**src/rtl/instruction_sequencer.sv**
```systemverilog
// Program-memory sequencer: streams 16-bit opcodes to a downstream core under a
// ready handshake and consumes class-10 control words (NOP/JUMP/GLOBAL LOAD/HALT) locally.
module instruction_sequencer #(
    parameter int BIT_WIDTH  = 8,
    parameter int PROG_DEPTH = 32,
    localparam int AW = $clog2(PROG_DEPTH)
) (
    input  logic                      clk,
    input  logic                      rst,
    input  logic                      prog_we,
    input  logic [AW-1:0]             prog_waddr,
    input  logic [15:0]               prog_wdata,
    input  logic                      start,
    input  logic                      abort,
    input  logic                      ready,
    output logic [15:0]               opcode,
    output logic                      execute,
    output logic [16*BIT_WIDTH-1:0]   global_registers_out,
    output logic                      busy,
    output logic                      done
);

    typedef enum logic {
        S_IDLE = 1'b0,
        S_RUN  = 1'b1
    } state_e;

    state_e                  state_q, state_d;
    logic [AW-1:0]           pc_q, pc_d, pc_inc;
    logic [15:0]             opcode_q, opcode_d;
    logic                    execute_q, execute_d;
    logic                    done_q, done_d;
    logic [16*BIT_WIDTH-1:0] gregs_q, gregs_d;
    logic [15:0]             mem [PROG_DEPTH];
    logic [15:0]             instr;
    logic [BIT_WIDTH-1:0]    load_val;

    assign instr    = mem[pc_q];
    assign pc_inc   = (pc_q == AW'(PROG_DEPTH - 1)) ? '0 : pc_q + 1'b1;
    assign load_val = BIT_WIDTH'(instr[7:0]);

    // Program memory is deliberately outside the reset domain so a loaded program survives rst.
    always_ff @(posedge clk) begin
        if (prog_we && (state_q == S_IDLE)) begin
            mem[prog_waddr] <= prog_wdata;
        end
    end

    always_ff @(posedge clk or posedge rst) begin
        if (rst) begin
            state_q   <= S_IDLE;
            pc_q      <= '0;
            opcode_q  <= '0;
            execute_q <= 1'b0;
            done_q    <= 1'b0;
            gregs_q   <= '0;
        end else begin
            state_q   <= state_d;
            pc_q      <= pc_d;
            opcode_q  <= opcode_d;
            execute_q <= execute_d;
            done_q    <= done_d;
            gregs_q   <= gregs_d;
        end
    end

    always_comb begin
        state_d = state_q;
        if (abort) begin
            state_d = S_IDLE;
        end else begin
            case (state_q)
                S_IDLE:  if (start) state_d = S_RUN;
                S_RUN:   if (ready && (instr[15:12] == 4'b1011)) state_d = S_IDLE;
                default: state_d = S_IDLE;
            endcase
        end
    end

    // Abort outranks everything; opcode only updates on a consumed (ready) RUN cycle.
    always_comb begin
        pc_d      = pc_q;
        opcode_d  = opcode_q;
        execute_d = 1'b0;
        done_d    = 1'b0;
        gregs_d   = gregs_q;
        if (abort) begin
            pc_d = '0;
        end else if (state_q == S_IDLE) begin
            if (start) pc_d = '0;
        end else if (ready) begin
            opcode_d = instr;
            if (instr[15:14] != 2'b10) begin
                execute_d = 1'b1;
                pc_d      = pc_inc;
            end else begin
                case (instr[13:12])
                    2'b00: pc_d = pc_inc;
                    2'b01: pc_d = instr[AW-1:0];
                    2'b10: begin
                        gregs_d[int'(instr[11:8]) * BIT_WIDTH +: BIT_WIDTH] = load_val;
                        pc_d = pc_inc;
                    end
                    default: begin
                        done_d = 1'b1;
                        pc_d   = '0;
                    end
                endcase
            end
        end
    end

    assign opcode               = opcode_q;
    assign execute              = execute_q;
    assign done                 = done_q;
    assign busy                 = (state_q == S_RUN);
    assign global_registers_out = gregs_q;

endmodule

```
**config.mk**
```make
export PLATFORM = sky130hd
export DESIGN_NAME = instruction_sequencer
export DESIGN_NICKNAME = d
export VERILOG_FILES = /design/src/rtl/instruction_sequencer.sv
export SDC_FILE = /design/constraint.sdc
export NUM_CORES = 1
export LEC_CHECK = 0
export CORE_MARGIN = 1.5
export CORE_UTILIZATION = 45
export CTS_BUF_LIST = sky130_fd_sc_hd__clkbuf_4 sky130_fd_sc_hd__clkbuf_8
export CTS_CLUSTER_SIZE = 40
export DETAILED_ROUTE_END_ITERATION = 10
export GPL_ROUTABILITY_DRIVEN = 0
export PLACE_DENSITY = 0.64
export SYNTH_ARGS = -nofsm -noshare
export SYNTH_HDL_FRONTEND = slang
export SYNTH_SLANG_ARGS = --single-unit
```
**constraint.sdc**
```tcl
create_clock -name clk -period 11.5 [get_ports clk]
set_input_delay 1.15 -clock clk [delete_from_list [all_inputs] [get_ports clk]]
set_output_delay 1.15 -clock clk [all_outputs]
set_load 0.02 [all_outputs]
```
==> flow_summary.json <==
{
  "synthesis.area_um2": 26300,
  "ant_nets": 0,
  "drive_gt1_share_pct": 32.1,
  "die_h_um": 245,
  "syn2layout_area_growth_pct": 18.7,
  "slowest_delay_ps": 880,
  "worstPathCellList": "buf_12 > mux4_1 > mux4_2 > mux2_2 > nor2_1 > ha_1 > or2_2 > or4_4 > a2111oi_4 > mux2_4",
  "dp_hpwl_um": 38700,
  "avgSynthCellArea_um2": 20.0,
  "holdWs_ps": 479,
  "switching_share_pct": 21.7,
  "wirelength_um": 61800,
  "highest_layer": "met4",
  "synthArstFlopShare_pct": 22.9,
  "seq_area_frac_synth_pct": 72.8,
  "pre_cts_ws_ps": 5620,
  "num_rows": 88,
  "clkTransAtPathRegs_ps": 60,
  "clk_path_buf_depth": 3,
  "ir_worst_vdd_mv": 0.0897,
  "dr_wl_met3_um": 3850,
  "post-route-drc-count": 0,
  "cts_htree_levels": 3,
  "crit_arrival_ps": 6350,
  "required_ps": 12050,
  "synth_warnings": 0,
  "coreArea_um2": 57800,
  "final_max_slew_viol_count": 0,
  "finalPower_w": 0.00483,
  "setup_violations": 0,
  "grt_max_degree": 102,
  "cts_buffers": 107,
  "cts.sink_count": 664,
  "syn_nets": 1349,
  "maxSlewHeadroom_pct": 28.4,
  "fillers": 4510,
  "rsz0062_at_grt": "false",
  "die_x_um": 245,
  "worst-path-buf-inv": 1,
  "p_switching_w": 0.00105,
  "clockRootBuffer": "clkbuf_8",
  "gr-total-overflow": 0,
  "power_frac_clock_pct": 40.9,
  "num_vias": 13700,
  "worst_clock_skew_ps": 32.0,
  "setup_slack_ps": 5700,
  "max_freq_ghz": 0.172,
  "synth_enable_flop_cells": 512,
  "worst_slew_pin_slew_ps": 1070,
  "status": "finished clean",
  "finalHoldViolations": 0,
  "wl_per_cell_um": 25.4,
  "grt_usage_pct": 21.0,
  "worstSetupPathType": "reg -> reg",
  "synth_top_area_share_pct": 58.4,
  "ys_seq_elements": 664,
  "min_path_type": "reg -> reg",
  "ys.flop_type": "edfxtp_1",
  "cts_tree": "built",
  "p_comb_share_pct": 4.6,
  "cp_top_family": "multiplexers",
  "leakage_nw": 10.9,
  "drt_iter0_drc": 1209,
  "clock_latency_ps": 700,
  "drt-vias-per-instance": 5.61,
  "io_pins": 174,
  "critPathLaunchType": "register",
  "ys_top_cells_by_area": "edfxtp_1, dfrtp_1, mux4_2",
  "start_util_pct": 45.6,
  "max_cap_violations": 0,
  "dr.pass1.iters": 5,
  "antenna_found_initial": 1,
  "final_nets": 1621,
  "grt_first_pass_wirelength_um": 92000,
  "post-route-min-period_ps": 5800,
  "synth.most_common_cell": "edfxtp_1",
  "pwr-share-seq_pct": 54.5,
  "tns_ps": 0,
  "crit_fanout": 101,
  "powerDensity_nw_per_um2": 154,
  "ctsHoldBuffers": 0,
  "post_cts_buffers": 0,
  "period_share_pct": 50.4,
  "route.met2.wl_um": 29300,
  "cts.repair.resized": 0,
  "cp-end-kind": "register",
  "wl_met1_um": 27400,
  "slowest_stage": "dfrtp_4",
  "synth.distinct_cells": 57,
  "synth_area_leader_cell": "edfxtp_1",
  "grt_pass1_vias": 14300,
  "p_int_w": 0.00378,
  "die_area_um2": 60000,
  "syn_inst": 1318,
  "port_buffers": 173,
  "netlist_top_cells_count": "edfxtp_1, dfrtp_1, mux4_2",
  "finalCoreUtilization_pct": 54.1
}
logic make-up (layout without fill, tap and decap cells):
kind of cell	Yosys count	after routing	share of synthesized area, %
multiplexers	308	308	20.1
adder cells (fa/ha/maj)	4	4	0.190
AO/OA/AOI/OAI	31	31	0.808
flip-flops	664	664	72.8
other	0	1	0
buffers and inverters	66	419	1.27
XOR/XNOR	2	2	0.0950
AND/OR/NAND/NOR	243	243	4.68
path summary, 6_finish.rpt:
kind	start	slack [ps]	depth (start not counted)	to
setup / recovery	pc_q[0]	5700	10	global_registers_out[4]
hold / removal	opcode[0]	480	2	opcode[0]
setup reg to reg	pc_q[0]	5700	10	global_registers_out[4]
hold reg to reg	opcode[0]	480	2	opcode[0]
max in group asynchronous	rst	9080	3	global_registers_out[109]
min in group asynchronous	rst	970	2	global_registers_out[36]
placed cells by master (no fill, tap or decap), types with 7 or more instances in the layout:
cell and count:
nor2_1 102, nor2_2 33, dfrtp_1 148, edfxtp_1 512, nor3_2 7, buf_4 46, clkinv_2 12, clkinv_1 25
mux4_1 17, o21ai_0 16, nand2_1 35, mux2_1 7, mux4_2 137, mux2i_1 20, mux2_4 8, nand3_1 13
clkbuf_4 33, clkbuf_8 113, inv_1 7, mux2_2 116, clkdlybuf4s50_1 173, nand2b_1 10
power groups by stage:
stage / combinational [W] / clock (W) / sequential (W)
final: 0.000224 / 0.00197 / 0.00263
after global routing: 0.000243 / 0.00213 / 0.00263
after CTS: 0.000228 / 0.00202 / 0.00263
after detailed placement: 0.000227 / 0 / 0.00268
after global placement: 0.000222 / 0 / 0.00268
after floorplan: 0.000114 / 0 / 0.00269
metal layers:
layer,vias to the layer above,track usage [%]
li1,5839,-
met1,7189,29.9
met2,543,33.1
met3,111,4.25
met4,0,5.95
met5,-,0
area by class of cell:
type	count	area (um2)	share of cell area (%)
inverter	9	38.8	0.124
tap	765	957	3.06
timing repair buffer	220	2100	6.71
clock inverter	44	279	0.892
sequential	664	19200	61.4
clock buffer	146	1800	5.77
multi-input combinational	588	6910	22.1
antenna	1	2.50	0.00800
tightest hold or removal path: cells and delay by family (launching register included):
| kind | cells | cell delay (ps) |
|---|---|---|
| flops | 1 | 340 |
| compound gates | 1 | 60 |
| simple gates | 1 | 40 |
sequential cells by signal, indices dropped and copies added (netlist names):
name                  cells
mem                     512
pc_q                      5
opcode                   16
done                      1
global_registers_out    128
execute                   1
busy                      1
per-stage QoR:
stage	area [um2]	instances
6_report	31300	2437
5_1_grt	31300	2437
4_1_cts	31300	2436
3_5_place_dp	29200	2246
3_3_place_gp	29200	2246
2_1_floorplan	26300	1318
Note: power is estimated with default switching activity, not from simulation.
